$ cat src/rtl/mire_pkg.sv
// rtl/mire_pkg.sv - shared types and constants for the mire_gen pattern generator
// Holds the pattern-mode enum, the master FSM state enum and the colour-bar palette.
package mire_pkg;

  typedef enum logic [1:0] {
    MODE_GRID  = 2'd0,
    MODE_BARS  = 2'd1,
    MODE_GRAD  = 2'd2,
    MODE_CHECK = 2'd3
  } mode_e;

  typedef enum logic [1:0] {
    ST_IDLE  = 2'd0,
    ST_REQ   = 2'd1,
    ST_PAUSE = 2'd2
  } state_e;

  // Colour bars, left to right, as 0xRRGGBB.
  localparam logic [23:0] BAR_WHITE   = 24'hFFFFFF;
  localparam logic [23:0] BAR_YELLOW  = 24'hFFFF00;
  localparam logic [23:0] BAR_CYAN    = 24'h00FFFF;
  localparam logic [23:0] BAR_GREEN   = 24'h00FF00;
  localparam logic [23:0] BAR_MAGENTA = 24'hFF00FF;
  localparam logic [23:0] BAR_RED     = 24'hFF0000;
  localparam logic [23:0] BAR_BLUE    = 24'h0000FF;
  localparam logic [23:0] BAR_BLACK   = 24'h000000;

endpackage

$ cat src/rtl/mire_pattern.sv
// rtl/mire_pattern.sv - combinational pixel colour generator
// Ports:
//   mode_i      latched pattern mode
//   pixel_i     current pixel within the line
//   line_i      current line within the frame
//   frame_cnt_i completed-frame count, scrolls the checkerboard
//   data_o      pixel word 0x00RRGGBB
module mire_pattern
  import mire_pkg::*;
#(
  parameter int HDISP = 800,
  parameter int VDISP = 480,
  parameter int GRID  = 16,
  parameter int PW    = $clog2(HDISP),
  parameter int LW    = $clog2(VDISP)
) (
  input  mode_e           mode_i,
  input  logic [PW-1:0]   pixel_i,
  input  logic [LW-1:0]   line_i,
  input  logic [15:0]     frame_cnt_i,
  output logic [31:0]     data_o
);

  logic [31:0] pix32;
  logic [31:0] line32;
  logic [15:0] chk_sum;
  logic [2:0]  bar_idx;
  logic [7:0]  grey;
  logic        grid_on;
  logic        chk_on;
  logic [23:0] rgb;

  assign pix32  = 32'(pixel_i);
  assign line32 = 32'(line_i);

  // Checker phase sum wraps in 16 bits so the scroll follows frame_cnt wrap.
  assign chk_sum = 16'(pixel_i) + frame_cnt_i;

  assign bar_idx = 3'((pix32 * 32'd8) / 32'(HDISP));
  assign grey    = 8'((pix32 * 32'd256) / 32'(HDISP));
  assign grid_on = ((pix32 % 32'(GRID)) == 32'd0) || ((line32 % 32'(GRID)) == 32'd0);
  assign chk_on  = (((32'(chk_sum) / 32'(GRID)) ^ (line32 / 32'(GRID))) & 32'd1) != 32'd0;

  always_comb begin
    rgb = BAR_BLACK;
    case (mode_i)
      MODE_GRID:  rgb = grid_on ? BAR_WHITE : BAR_BLACK;
      MODE_BARS: begin
        case (bar_idx)
          3'd0:    rgb = BAR_WHITE;
          3'd1:    rgb = BAR_YELLOW;
          3'd2:    rgb = BAR_CYAN;
          3'd3:    rgb = BAR_GREEN;
          3'd4:    rgb = BAR_MAGENTA;
          3'd5:    rgb = BAR_RED;
          3'd6:    rgb = BAR_BLUE;
          default: rgb = BAR_BLACK;
        endcase
      end
      MODE_GRAD:  rgb = {grey, grey, grey};
      MODE_CHECK: rgb = chk_on ? BAR_WHITE : BAR_BLACK;
      default:    rgb = BAR_BLACK;
    endcase
  end

  assign data_o = {8'h00, rgb};

endmodule

$ cat src/rtl/mire_gen.sv
// rtl/mire_gen.sv - Wishbone-master test-pattern frame writer
// Ports:
//   clk, rst_n          clock, asynchronous active-low reset
//   enable, mode        run request and pattern select, sampled at frame start
//   wshb_*              classic Wishbone write master (we/sel/cti/bte constant)
//   wshb_ack            slave acknowledge
//   frame_done          one-cycle pulse in the pause following the last pixel ack
//   frame_cnt           completed-frame counter
module mire_gen
  import mire_pkg::*;
#(
  parameter int          HDISP      = 800,
  parameter int          VDISP      = 480,
  parameter int          BURST      = 64,
  parameter int          GRID       = 16,
  parameter logic [31:0] BASE_ADDR  = 32'h0,
  parameter int          DATA_BYTES = 4
) (
  input  logic        clk,
  input  logic        rst_n,
  input  logic        enable,
  input  logic [1:0]  mode,
  output logic        wshb_cyc,
  output logic        wshb_stb,
  output logic        wshb_we,
  output logic [3:0]  wshb_sel,
  output logic [2:0]  wshb_cti,
  output logic [1:0]  wshb_bte,
  output logic [31:0] wshb_adr,
  output logic [31:0] wshb_dat_ms,
  input  logic        wshb_ack,
  output logic        frame_done,
  output logic [15:0] frame_cnt
);

  localparam int PW = $clog2(HDISP);
  localparam int LW = $clog2(VDISP);
  localparam int BW = $clog2(BURST + 1);

  localparam logic [PW-1:0] PIX_LAST   = PW'(HDISP - 1);
  localparam logic [LW-1:0] LINE_LAST  = LW'(VDISP - 1);
  localparam logic [BW-1:0] BURST_LAST = BW'(BURST - 1);

  state_e        state_q, state_d;
  logic [PW-1:0] pixel_q, pixel_d;
  logic [LW-1:0] line_q, line_d;
  logic [BW-1:0] burst_q, burst_d;
  logic [15:0]   frame_cnt_q, frame_cnt_d;
  mode_e         mode_q, mode_d;
  // Set when the pause was entered by the final pixel of the frame.
  logic          last_q, last_d;
  logic          last_pix;
  logic          cyc;

  assign last_pix = (pixel_q == PIX_LAST) && (line_q == LINE_LAST);

  always_ff @(posedge clk or negedge rst_n) begin
    if (!rst_n) begin
      state_q     <= ST_IDLE;
      pixel_q     <= '0;
      line_q      <= '0;
      burst_q     <= '0;
      frame_cnt_q <= '0;
      mode_q      <= MODE_GRID;
      last_q      <= 1'b0;
    end else begin
      state_q     <= state_d;
      pixel_q     <= pixel_d;
      line_q      <= line_d;
      burst_q     <= burst_d;
      frame_cnt_q <= frame_cnt_d;
      mode_q      <= mode_d;
      last_q      <= last_d;
    end
  end

  always_comb begin
    state_d     = state_q;
    pixel_d     = pixel_q;
    line_d      = line_q;
    burst_d     = burst_q;
    frame_cnt_d = frame_cnt_q;
    mode_d      = mode_q;
    last_d      = last_q;
    cyc         = 1'b0;
    frame_done  = 1'b0;
    case (state_q)
      ST_IDLE: begin
        if (enable) begin
          mode_d  = mode_e'(mode);
          state_d = ST_REQ;
        end
      end
      ST_REQ: begin
        cyc = 1'b1;
        if (wshb_ack) begin
          if (pixel_q == PIX_LAST) begin
            pixel_d = '0;
            line_d  = (line_q == LINE_LAST) ? '0 : line_q + LW'(1);
          end else begin
            pixel_d = pixel_q + PW'(1);
          end
          burst_d = burst_q + BW'(1);
          if ((burst_q == BURST_LAST) || last_pix) begin
            state_d = ST_PAUSE;
            burst_d = '0;
            last_d  = last_pix;
          end
        end
      end
      ST_PAUSE: begin
        // One idle cycle gives the video reader a chance to win the bus.
        state_d = ST_REQ;
        if (last_q) begin
          frame_done  = 1'b1;
          frame_cnt_d = frame_cnt_q + 16'd1;
          last_d      = 1'b0;
          if (enable) begin
            mode_d = mode_e'(mode);
          end else begin
            state_d = ST_IDLE;
          end
        end
      end
      default: state_d = ST_IDLE;
    endcase
  end

  assign wshb_cyc  = cyc;
  assign wshb_stb  = cyc;
  assign wshb_we   = 1'b1;
  assign wshb_sel  = 4'b1111;
  assign wshb_cti  = 3'b000;
  assign wshb_bte  = 2'b00;
  assign frame_cnt = frame_cnt_q;

  assign wshb_adr = BASE_ADDR
                  + ((32'(line_q) * 32'(HDISP)) + 32'(pixel_q)) * 32'(DATA_BYTES);

  mire_pattern #(
    .HDISP (HDISP),
    .VDISP (VDISP),
    .GRID  (GRID),
    .PW    (PW),
    .LW    (LW)
  ) u_pattern (
    .mode_i      (mode_q),
    .pixel_i     (pixel_q),
    .line_i      (line_q),
    .frame_cnt_i (frame_cnt_q),
    .data_o      (wshb_dat_ms)
  );

endmodule

$ cat config.mk
export PLATFORM = sky130hd
export DESIGN_NAME = mire_gen
export DESIGN_NICKNAME = d
export VERILOG_FILES = /design/src/rtl/mire_pkg.sv /design/src/rtl/mire_pattern.sv /design/src/rtl/mire_gen.sv
export SDC_FILE = /design/constraint.sdc
export NUM_CORES = 1
export LEC_CHECK = 0
export BUFFER_PORTS_ARGS = -buffer_cell sky130_fd_sc_hd__buf_2
export CAP_MARGIN = 10
export CORE_ASPECT_RATIO = 0.8
export CORE_MARGIN = 1
export CORE_UTILIZATION = 40
export CTS_BUF_LIST = sky130_fd_sc_hd__clkbuf_4 sky130_fd_sc_hd__clkbuf_8
export CTS_CLUSTER_DIAMETER = 50
export DETAILED_ROUTE_END_ITERATION = 7
export PLACE_DENSITY_LB_ADDON = 0.3
export RECOVER_POWER = 25
export SLEW_MARGIN = 5
export SYNTH_ARGS = -nofsm -noshare
export SYNTH_HDL_FRONTEND = slang
export SYNTH_SLANG_ARGS = --single-unit
export TNS_END_PERCENT = 50
$ cat constraint.sdc
create_clock -name clk -period 11.2 [get_ports clk]
set_input_delay 0.56 -clock clk [delete_from_list [all_inputs] [get_ports clk]]
set_output_delay 0.56 -clock clk [all_outputs]
set_load 0.02 [all_outputs]
==> summary.md, run 1 <==
| Metric | Value |
|---|---|
| Result of the run | finished with violations |
| Violated checks | capacitance limit, slew limit |
| Met1 routing resource usage after global routing | 0.367 |
| CTS resizes | 0 |
| Met2 layer usage reported by global route | 0.312 |
| Initial antenna violation count | 0 |
| Synth Area per Inst | 7.67 um^2 |
| Growth of design area from synthesis to finish | 6.44% |
| Fraction of layout instances using a drive strength above 1 | 0.150 |
| All-Layer GR Usage | 0.227 |
| Worst setup slack for register-to-register paths | 8.28 ns |
| Wirelength, routed | 20,400 um |
| R2R cell count | 8 |
| Worst slew pin tran | 2.58 ns |
| Filler Cells Inserted | 1,785 |
| Post-Syn Area | 0.00709 mm^2 |
| Vias in the first global route | 6,265 |
| Number of distinct library cells after synthesis | 103 |
| Number of ports placed on the die boundary | 99 |
| Max stage delay cell, worst path | sky130_fd_sc_hd__or4b_4 |
| Post-synthesis async set-or-reset flop share | 1.00 |
| Total via count after detailed routing | 7,149 |
| Critical setup path kind | flip-flop to output port |
| Vias per cell | 5.99 |
| TritonCTS clock tree | yes |
| Cell mode on critical path | sky130_fd_sc_hd__ha_1 |
| Worst-case clock buffer depth | 2 |
| Number of slew-limit violations in the final report | 48 |
| Drt wl/cell | 17.0 um |
| Global-route wire length before repair | 33,500 um |
| TritonCTS Sinks | 47 |
| Top delay family on crit path | compound AO/OA/AOI/OAI gates |
| Startpoint type of the worst setup path | flip-flop |
| Number of diodes added for antenna fixing | 0 |
| Number of DRC markers after the initial detailed-route iteration | 903 |
| Starting density of the core | 0.409 |
| Post-synthesis cell count | 924 |
| H-tree Lvls | 2 |
| #FFs+latches synth | 47 |
| Final Setup Violations | 0 |
| Critical path capture point | wshb_dat_ms[8] |
| Maximum cell stage delay along the critical path | 0.61 ns |
| Total congestion overflow after global routing | 0 |
| Worst path buffer plus inverter count | 4 |
| Endpoint of the lowest-slack register-to-register path | line_q[7] |
| Sequential share of the synthesized area | 0.166 |
| Required time of the worst setup path | 10.64 ns |
| Post-synth top flop | sky130_fd_sc_hd__dfrtp_1 |
| Later-pin clock latency in the skew report | 0.31 ns |
| WP depth | 35 |
| Standard-cell row count | 43 |
| Portion of the clock cycle consumed by the worst path in the final layout | 0.930 |
| Detailed-router iteration count before antenna repair | 5 |
| Critical path startpoint | pixel_q[0] |
| Yosys warnings | 0 |
| Placed Area | 0.00746 mm^2 |
| Clock transition time at the flip-flop clock pins of the worst setup and hold paths | 0.09 ns |
| CTS hold repair buffers | 0 |
| Sort of element at the end of the critical path | output port |
| Overall die width | 151 um |
| Summed area of non-filler cells in the final layout | 0.00755 mm^2 |
| Max Clock Freq | 96.0 MHz |
| Total setup buffers inserted after CTS | 0 |
| Worst r2r src | pixel_q[6] |
| Maximum number of pins on one net before global-route repair | 48 |
| Final HPWL DP | 16,000 um |
| Residual antenna-violating net count after detailed routing | 0 |
| Cell at the root of the clock tree | sky130_fd_sc_hd__clkbuf_8 |
| Detailed-route DRC error count | 0 |
| Worst clock skew | 0.0152 ns |
| Placer Congestion | 0.967 |
| Number of enable flip-flop cells after synthesis | 0 |
| Die Area | 0.0183 mm^2 |
| Quantity of I/O buffers inserted on ports | 68 |
| RSZ-0062 raised after global routing | no |
| Layer with the highest usage after global routing | met1 |
| Relative slew slack | -0.719 |
| Critical Path AT | 9.86 ns |
| Met3 routing resource usage after global routing | 0.0410 |
| Worst-path maximum fanout | 9 |
| Clock buffer count from CTS | 5 |
| Post-Route Setup TNS | 0 ns |
| Final critical path time including I/O delays and setup | 10.42 ns |
| Net count, final | 1,032 |
| Core Footprint | 0.0173 mm^2 |
| Number of max-capacitance violations reported | 1 |
| Min-Delay Path Class | flip-flop to flip-flop |
| Floorplan die height | 121 um |
| Number of failing hold endpoints at the final stage | 0 |
[worst reg2reg max path, delay by kind of cell (launching register included)]
| kind | cells | cell delay (ns) |
|---|---|---|
| flip-flops | 1 | 0.62 |
| AND/OR/NAND/NOR | 7 | 2.02 |
| XOR/XNOR | 1 | 0.16 |
[through the flow]
step / instances / hold slack [ns] / worst slack [ns] / util
2_1_floorplan: 952 / 0.264 / 1.90 / -
3_3_place_gp: 1186 / 0.463 / 1.53 / 0.430
3_5_place_dp: 1186 / 0.461 / 1.39 / 0.430
4_1_cts: 1194 / 0.471 / 0.979 / 0.436
5_1_grt: 1194 / 0.461 / 0.0733 / 0.436
6_report: 1194 / 0.480 / 0.785 / 0.436
[synth_stat cells, types with 5 or more instances]
library cell                instances  area [um^2]
sky130_fd_sc_hd__buf_4             38          285
sky130_fd_sc_hd__nand4_1            6         37.5
sky130_fd_sc_hd__a21o_1            10         75.1
sky130_fd_sc_hd__nor2b_1            7         43.8
sky130_fd_sc_hd__nor3_1            20          100
sky130_fd_sc_hd__inv_1             50          188
sky130_fd_sc_hd__nand2_1          105          394
sky130_fd_sc_hd__a211oi_1          12         90.1
sky130_fd_sc_hd__dfrtp_1           47         1180
sky130_fd_sc_hd__clkbuf_1          14         52.6
sky130_fd_sc_hd__nor2_1            77          289
sky130_fd_sc_hd__nor4_1            12         75.1
sky130_fd_sc_hd__o21ai_1           13         65.1
sky130_fd_sc_hd__mux2i_1            5         50.1
sky130_fd_sc_hd__or2_2             10         62.6
sky130_fd_sc_hd__mux2_2             5         56.3
sky130_fd_sc_hd__a31oi_1           12         75.1
sky130_fd_sc_hd__o31a_1             6         52.6
sky130_fd_sc_hd__o211ai_1          13         97.6
sky130_fd_sc_hd__o2111ai_1          5         43.8
sky130_fd_sc_hd__fa_1               5          100
sky130_fd_sc_hd__and2_1            10         62.6
sky130_fd_sc_hd__and3_1            17          106
sky130_fd_sc_hd__buf_2              9         45.0
sky130_fd_sc_hd__ha_1              53          663
sky130_fd_sc_hd__nand2b_1           6         37.5
sky130_fd_sc_hd__a21oi_1           56          280
sky130_fd_sc_hd__xnor2_1           51          447
sky130_fd_sc_hd__o31ai_1           15          113
sky130_fd_sc_hd__nand3_1           38          190
sky130_fd_sc_hd__or3_1              7         43.8
sky130_fd_sc_hd__o21a_1             7         52.6
sky130_fd_sc_hd__o32ai_1            5         43.8
sky130_fd_sc_hd__xor2_1            17          149
sky130_fd_sc_hd__o21ai_0           42          210
sky130_fd_sc_hd__o21bai_1           7         52.6
[placed cells by master (no fill, tap or decap), types with 13 or more instances in the layout]
master	Yosys	final
sky130_fd_sc_hd__nand2_1	105	105
sky130_fd_sc_hd__xnor2_1	51	51
sky130_fd_sc_hd__o21ai_0	42	42
sky130_fd_sc_hd__and3_1	17	17
sky130_fd_sc_hd__ha_1	53	53
sky130_fd_sc_hd__inv_1	50	50
sky130_fd_sc_hd__o211ai_1	13	13
sky130_fd_sc_hd__nor2_1	77	77
sky130_fd_sc_hd__a21oi_1	56	56
sky130_fd_sc_hd__conb_1	2	30
sky130_fd_sc_hd__nor3_1	20	20
sky130_fd_sc_hd__dfrtp_1	47	47
sky130_fd_sc_hd__nand3_1	38	38
sky130_fd_sc_hd__o31ai_1	15	15
sky130_fd_sc_hd__buf_2	9	67
sky130_fd_sc_hd__xor2_1	17	17
sky130_fd_sc_hd__o21ai_1	13	13
[worst min path at each step]
stage,start,end,cells after the start
after floorplan,rst_n,burst_q[0],0
after global routing,mode[0],mode_q[0],2
after detailed placement,frame_cnt[15],frame_cnt[15],1
after global placement,frame_cnt[15],frame_cnt[15],1
after CTS,mode[1],mode_q[1],2
final,frame_cnt[15],frame_cnt[15],1
[state kept, by name, summed over array words and instances, names as in the netlist]
| name | flops |
|---|---|
| state_q | 2 |
| pixel_q | 10 |
| mode_q | 2 |
| line_q | 9 |
| last_q | 1 |
| burst_q | 7 |
| frame_cnt | 16 |
[routing by layer]
layer	vias up	routed length [um]
li1	3422	-
met3	27	1910
met5	-	0
met1	3326	10100
met4	0	163
met2	374	8140
[area by class of cell]
cell class | instances | area, um^2 | share of cell area
inverters | 51 | 191 | 0.0254
multi-input cells | 789 | 5420 | 0.718
repair buffers | 74 | 384 | 0.0509
well taps | 225 | 282 | 0.0373
clock inverters | 3 | 22.5 | 0.00298
clock buffers | 5 | 68.8 | 0.00912
flip-flops and latches | 47 | 1180 | 0.156
[cell families (layout without fill, tap and decap cells)]
family | after synthesis | count (layout) | synth area share
buf+inv | 116 | 133 | 0.0842
simple gates | 346 | 346 | 0.245
compound gates | 275 | 275 | 0.294
xor+xnor | 68 | 68 | 0.0840
other cells | 2 | 30 | 0.00106
mux | 12 | 12 | 0.0187
fa+ha+maj | 58 | 58 | 0.108
flops | 47 | 47 | 0.166
Power of run 1 is left out: the tool's default activity adds up to more than one toggle a clock period on the data nets, which glitch-free logic cannot reach.
==> inputs of run 2 (changes only) <==
--- a/config.mk
+++ b/config.mk
@@ -13,6 +13,7 @@
 export CTS_BUF_LIST = sky130_fd_sc_hd__clkbuf_4 sky130_fd_sc_hd__clkbuf_8
 export CTS_CLUSTER_DIAMETER = 50
 export DETAILED_ROUTE_END_ITERATION = 7
+export GPL_TIMING_DRIVEN = 0
 export PLACE_DENSITY_LB_ADDON = 0.3
 export RECOVER_POWER = 25
 export SLEW_MARGIN = 5
==> run 2 against run 1 <==
Against the previous run:
- the flow still finishes with violations (capacitance limit, slew limit)
- utilization increased by 2.5 points
- via count grew 0.24%
- global-route usage fell by 0.44 points
- cell area up 5.8%
- fmax shrank 1.7%
- setup slack worse by 0.18 ns
- first-iteration DRC count shrank 5.3%
- register-to-register slack worse by 0.29 ns
- routed wire length down 1.6%
- critical path type unchanged
- critical endpoint is now wshb_dat_ms[0]
==> summary.md, run 2 (synthesized netlist as in run 1, its figures left out) <==
| Metric | Value |
|---|---|
| TritonCTS clock tree | yes |
| Placer Congestion | 0.965 (-0.17%) |
| All-Layer GR Usage | 0.223 (-0.00440) |
| Sort of element at the end of the critical path | output port |
| Overall die width | 151 um (unchanged) |
| Vias in the first global route | 6,441 (+2.8%) |
| Worst-path maximum fanout | 18 (+9) |
| Result of the run | finished with violations |
| Residual antenna-violating net count after detailed routing | 0 (unchanged) |
| Number of ports placed on the die boundary | 99 (unchanged) |
| Cell mode on critical path | sky130_fd_sc_hd__ha_1 |
| Number of slew-limit violations in the final report | 48 (unchanged) |
| Maximum number of pins on one net before global-route repair | 48 (unchanged) |
| Fraction of layout instances using a drive strength above 1 | 0.192 (+0.0428) |
| TritonCTS Sinks | 47 (unchanged) |
| Final Setup Violations | 0 (unchanged) |
| Vias per cell | 5.71 (-4.6%) |
| Floorplan die height | 121 um (unchanged) |
| Commonest non-fill, non-tap cell in the layout | sky130_fd_sc_hd__nand2_1 |
| Portion of the clock cycle consumed by the worst path in the final layout | 0.946 (+0.0159) |
| Worst path buffer plus inverter count | 6 (+2) |
| Starting density of the core | 0.409 (unchanged) |
| Maximum cell stage delay along the critical path | 0.61 ns (about the same) |
| Number of failing hold endpoints at the final stage | 0 (unchanged) |
| Worst-case clock buffer depth | 2 (unchanged) |
| Total congestion overflow after global routing | 0 (unchanged) |
| Required time of the worst setup path | 10.64 ns (about the same) |
| Max reg flops | 16 (unchanged) |
| Worst clock skew | 0.0108 ns (-0.00440 ns) |
| Wirelength, routed | 20,000 um (-1.6%) |
| Number of diodes added for antenna fixing | 0 (unchanged) |
| Startpoint type of the worst setup path | flip-flop |
| Net count, final | 1,092 (+5.8%) |
| Clock transition time at the flip-flop clock pins of the worst setup and hold paths | 0.09 ns (about the same) |
| Detailed-route DRC error count | 0 (unchanged) |
| Max stage delay cell, worst path | sky130_fd_sc_hd__or4b_4 |
| RSZ-0062 raised after global routing | no |
| CTS hold repair buffers | 0 (unchanged) |
| Cell at the root of the clock tree | sky130_fd_sc_hd__clkbuf_8 |
| Initial antenna violation count | 0 (unchanged) |
| Critical setup path kind | flip-flop to output port |
| Drt wl/cell | 16.0 um (-6.3%) |
| Quantity of I/O buffers inserted on ports | 68 (unchanged) |
| Growth of design area from synthesis to finish | 12.6% |
| Violated checks | capacitance limit, slew limit |
| Later-pin clock latency in the skew report | 0.30 ns (about the same) |
| Number of max-capacitance violations reported | 1 (unchanged) |
| Global-route wire length before repair | 33,100 um (-1.2%) |
| Worst slew pin tran | 2.53 ns (-0.0461 ns) |
| Post-Route Setup TNS | 0 ns (unchanged) |
| Top delay family on crit path | compound AO/OA/AOI/OAI gates |
| Commonest cells after routing, fill and taps aside | sky130_fd_sc_hd__nand2_1 (104), sky130_fd_sc_hd__nor2_1 (77), sky130_fd_sc_hd__buf_2 (76) |
| Critical Path AT | 10.03 ns (+0.17 ns) |
| Total via count after detailed routing | 7,166 (+0.24%) |
| Core Footprint | 0.0173 mm^2 (unchanged) |
| H-tree Lvls | 2 (unchanged) |
| Die Area | 0.0183 mm^2 (unchanged) |
| Final critical path time including I/O delays and setup | 10.59 ns (+0.178 ns) |
| Max Clock Freq | 94.4 MHz (-1.7%) |
| Detailed-router iteration count before antenna repair | 5 (unchanged) |
| Final HPWL DP | 16,100 um (+0.52%) |
| Number of DRC markers after the initial detailed-route iteration | 855 (-5.3%) |
| Worst setup slack for register-to-register paths | 7.99 ns (-0.29 ns) |
| Relative slew slack | -0.689 (+0.0307) |
| Standard-cell row count | 43 (unchanged) |
| Min-Delay Path Class | flip-flop to flip-flop |
| Clock buffer count from CTS | 5 (unchanged) |
[run 2: repair_timing]
action / 4_1_cts / 5_1_grt
buffers inserted: 0 / 2
gates resized for setup: 2 / 11
pin swaps: 0 / 2
endpoints found under the setup margin: 3 / 6
endpoints found under the hold margin: 0 / 0
[run 2: through the flow]
step / worst slack (ns) / utilization / instance area [um^2] / std cells / hold WS [ns]
6_report: 0.606 / 0.461 / 7980 / 1254 / 0.476
5_1_grt: 0.0104 / 0.461 / 7980 / 1254 / 0.470
4_1_cts: 0.213 / 0.457 / 7910 / 1252 / 0.474
3_5_place_dp: 0.0306 / 0.451 / 7820 / 1245 / 0.463
3_3_place_gp: 0.0190 / 0.451 / 7820 / 1245 / 0.461
2_1_floorplan: 1.90 / - / 7190 / 952 / 0.264
[run 2: worst paths after layout]
check | from | endpoint | depth (start not counted)
setup / recovery | pixel_q[0] | wshb_dat_ms[0] | 37
hold / removal | frame_cnt[15] | frame_cnt[15] | 1
setup reg to reg | pixel_q[3] | line_q[7] | 10
hold reg to reg | frame_cnt[15] | frame_cnt[15] | 1
max in group asynchronous | rst_n | pixel_q[4] | 1
min in group asynchronous | rst_n | frame_cnt[13] | 1
[run 2: area by class of cell]
class | instances | area, um^2
tap | 225 | 282
timing repair buffer | 70 | 354
clock buffer | 6 | 76.3
multi-input combinational | 789 | 5480
fill | 1783 | 9340
sequential | 47 | 1180
buffer | 64 | 405
clock inverter | 2 | 16.3
inverter | 51 | 191
[run 2: worst register-to-register path: stages, from the launching register on]
cell	delay [ns]
sky130_fd_sc_hd__dfrtp_1	0.41
sky130_fd_sc_hd__buf_6	0.17
sky130_fd_sc_hd__clkbuf_1	0.46
sky130_fd_sc_hd__clkbuf_1	0.41
sky130_fd_sc_hd__and3_1	0.29
sky130_fd_sc_hd__nand4_1	0.20
sky130_fd_sc_hd__nor2_1	0.46
sky130_fd_sc_hd__and3_1	0.34
sky130_fd_sc_hd__nand3_1	0.13
sky130_fd_sc_hd__xnor2_1	0.16
sky130_fd_sc_hd__nor2_1	0.06
[run 2: routing by layer]
| layer | global-route usage | share of wire | routed length, um |
|---|---|---|---|
| met3 | 0.0447 | 0.086 | 1720 |
| met4 | 0.0156 | 0.0027 | 54 |
| met1 | 0.352 | 0.51 | 10200 |
| met2 | 0.318 | 0.40 | 8040 |
| met5 | 0 | 0 | 0 |
Power of run 2 is left out for the same reason.
==> inputs of run 3 (changes only) <==
--- a/config.mk
+++ b/config.mk
@@ -13,7 +13,6 @@
 export CTS_BUF_LIST = sky130_fd_sc_hd__clkbuf_4 sky130_fd_sc_hd__clkbuf_8
 export CTS_CLUSTER_DIAMETER = 50
 export DETAILED_ROUTE_END_ITERATION = 7
-export GPL_TIMING_DRIVEN = 0
 export PLACE_DENSITY_LB_ADDON = 0.3
 export RECOVER_POWER = 25
 export SLEW_MARGIN = 5
==> constraint.sdc (replaced) <==
create_clock -name clk -period 11.2 [get_ports clk]
set_input_delay 0.56 -clock clk [delete_from_list [all_inputs] [get_ports clk]]
set_output_delay 0.56 -clock clk [all_outputs]
set_load 0.1 [all_outputs]
==> run 3 against run 2 <==
Against the previous run:
- the run still ends with capacitance limit, slew limit left
- global-route usage barely moved
- clock-buffer cell count shrank 1
- sequential share of layout area is 0.82 points higher
- die area did not move
- fmax is 0.40% higher
- cell area shrank 5.2%
- register-to-register slack improved by 0.36 ns
- setup slack better by 0.042 ns
==> summary.md, run 3 (synthesized netlist as in run 1, its figures left out) <==
| Metric | Value |
|---|---|
| Drt wl/cell | 16.9 um (+5.5%) |
| Final Setup Violations | 0 (unchanged) |
| Commonest cells after routing, fill and taps aside | sky130_fd_sc_hd__nand2_1 (105), sky130_fd_sc_hd__nor2_1 (77), sky130_fd_sc_hd__buf_2 (67) |
| Number of diodes added for antenna fixing | 0 (unchanged) |
| Max stage delay cell, worst path | sky130_fd_sc_hd__or4b_4 |
| Maximum cell stage delay along the critical path | 0.61 ns (about the same) |
| Core Footprint | 0.0173 mm^2 (unchanged) |
| Placed Cells incl. Taps | 1,185 (-4.8%) |
| Sort of element at the end of the critical path | output port |
| Clock transition time at the flip-flop clock pins of the worst setup and hold paths | 0.09 ns (about the same) |
| Number of ports placed on the die boundary | 99 (unchanged) |
| RSZ-0062 raised after global routing | no |
| Vias in the first global route | 6,431 (-0.16%) |
| Vias per cell | 5.96 (+4.2%) |
| Final HPWL DP | 15,900 um (-1.2%) |
| Overall die width | 151 um (unchanged) |
| H-tree Lvls | 2 (unchanged) |
| All-Layer GR Usage | 0.223 (-0.000494) |
| TritonCTS clock tree | yes |
| Worst path buffer plus inverter count | 5 (-1) |
| CTS hold repair buffers | 0 (unchanged) |
| Cell at the root of the clock tree | sky130_fd_sc_hd__clkbuf_8 |
| Initial antenna violation count | 0 (unchanged) |
| Post-Route Setup TNS | 0 ns (unchanged) |
| Placement-stage worst setup slack | 0.846 ns (+0.816 ns) |
| Commonest non-fill, non-tap cell in the layout | sky130_fd_sc_hd__nand2_1 |
| Critical setup path kind | flip-flop to output port |
| Detailed-router iteration count before antenna repair | 5 (unchanged) |
| Worst slew pin tran | 2.50 ns (-0.0282 ns) |
| Maximum number of pins on one net before global-route repair | 48 (unchanged) |
| Number of slew-limit violations in the final report | 48 (unchanged) |
| Number of failing hold endpoints at the final stage | 0 (unchanged) |
| Growth of design area from synthesis to finish | 6.76% |
| Later-pin clock latency in the skew report | 0.31 ns (about the same) |
| Final std cells w/o fill | 1,193 (-4.9%) |
| Final critical path time including I/O delays and setup | 10.55 ns (-0.0418 ns) |
| Detailed-route DRC error count | 0 (unchanged) |
| Total setup buffers inserted after CTS | 0 (unchanged) |
| Result of the run | finished with violations |
| Violated checks | capacitance limit, slew limit |
| Worst clock skew | 0.0117 ns (+0.000866 ns) |
| Critical Path AT | 9.99 ns (-0.04 ns) |
| Startpoint type of the worst setup path | flip-flop |
| Standard-cell row count | 43 (unchanged) |
| Net count, final | 1,031 (-5.6%) |
| Final setup slack of the worst path | 0.648 ns (+0.0418 ns) |
| Top delay family on crit path | compound AO/OA/AOI/OAI gates |
| Filler Cells Inserted | 1,794 (+0.62%) |
| Required time of the worst setup path | 10.64 ns (about the same) |
| Die Area | 0.0183 mm^2 (unchanged) |
| Total via count after detailed routing | 7,105 (-0.85%) |
| Portion of the clock cycle consumed by the worst path in the final layout | 0.942 (-0.00373) |
| Quantity of I/O buffers inserted on ports | 68 (unchanged) |
| Residual antenna-violating net count after detailed routing | 0 (unchanged) |
| Relative slew slack | -0.670 (+0.0188) |
| Global-route wire length before repair | 32,800 um (-0.77%) |
| Number of max-capacitance violations reported | 1 (unchanged) |
| CTS resizes | 0 (-2) |
| Max reg flops | 16 (unchanged) |
| Placer Congestion | 0.976 (+1.1%) |
| Clock buffer count from CTS | 5 (unchanged) |
| TritonCTS Sinks | 47 (unchanged) |
| Worst-case clock buffer depth | 2 (unchanged) |
| Max Clock Freq | 94.8 MHz (+0.40%) |
| Starting density of the core | 0.409 (unchanged) |
| Worst-path maximum fanout | 13 (-5) |
| Wirelength, routed | 20,100 um (+0.37%) |
| Number of DRC markers after the initial detailed-route iteration | 966 (+13%) |
| Total congestion overflow after global routing | 0 (unchanged) |
| Floorplan die height | 121 um (unchanged) |
| Fraction of layout instances using a drive strength above 1 | 0.154 (-0.0385) |
| Min-Delay Path Class | flip-flop to flip-flop |
## run 3: cell types whose count changed in the layout (fill, tap and decap cells not counted), moves of 2 or more
cell	previous run	this run
sky130_fd_sc_hd__clkbuf_1	14	1
sky130_fd_sc_hd__buf_1	2	0
sky130_fd_sc_hd__clkbuf_4	2	0
sky130_fd_sc_hd__buf_4	40	5
sky130_fd_sc_hd__buf_2	76	67
## run 3: path summary, 6_finish.rpt
path                          startpoint              end  slack (ns)  cells after the start
max in group asynchronous          rst_n       pixel_q[1]        8.58                      1
hold / removal             frame_cnt[15]    frame_cnt[15]        0.48                      1
setup / recovery              pixel_q[1]  wshb_dat_ms[16]        0.65                     36
hold reg to reg            frame_cnt[15]    frame_cnt[15]        0.48                      1
setup reg to reg              pixel_q[6]        line_q[7]        8.35                      8
min in group asynchronous          rst_n    frame_cnt[10]        1.02                      1
## run 3: layout make-up
class | instances | area [um^2] | share of cell area
well taps | 225 | 282 | 0.0372
flip-flops and latches | 47 | 1180 | 0.156
clock inverters | 3 | 22.5 | 0.00298
inverters | 51 | 191 | 0.0253
clock buffers | 5 | 68.8 | 0.00909
multi-input cells | 789 | 5450 | 0.720
repair buffers | 73 | 377 | 0.0498
## run 3: worst reg2reg max path, stage by stage (launching register included)
cell and delay (ns):
sky130_fd_sc_hd__dfrtp_1 0.61, sky130_fd_sc_hd__or2_1 0.40, sky130_fd_sc_hd__nor2_1 0.27, sky130_fd_sc_hd__nand4_1 0.26, sky130_fd_sc_hd__nor2_1 0.49, sky130_fd_sc_hd__and3_1 0.34, sky130_fd_sc_hd__nand3_1 0.14, sky130_fd_sc_hd__xnor2_1 0.16
sky130_fd_sc_hd__nor2_1 0.05
## run 3: metal layers
layer,track usage,up-vias,wire [um]
met5,0,-,0
met4,0.0419,0,150
met3,0.0477,17,1860
met2,0.317,328,8130
met1,0.339,3346,9960
li1,-,3414,-
## run 3: through the flow
step	hold WS (ns)	instance area, um^2	utilization
6_report	0.476	7570	0.437
5_1_grt	0.456	7570	0.437
4_1_cts	0.456	7540	0.435
3_5_place_dp	0.458	7450	0.430
3_3_place_gp	0.461	7450	0.430
2_1_floorplan	0.264	7190	-
Power of run 3 is left out for the same reason.
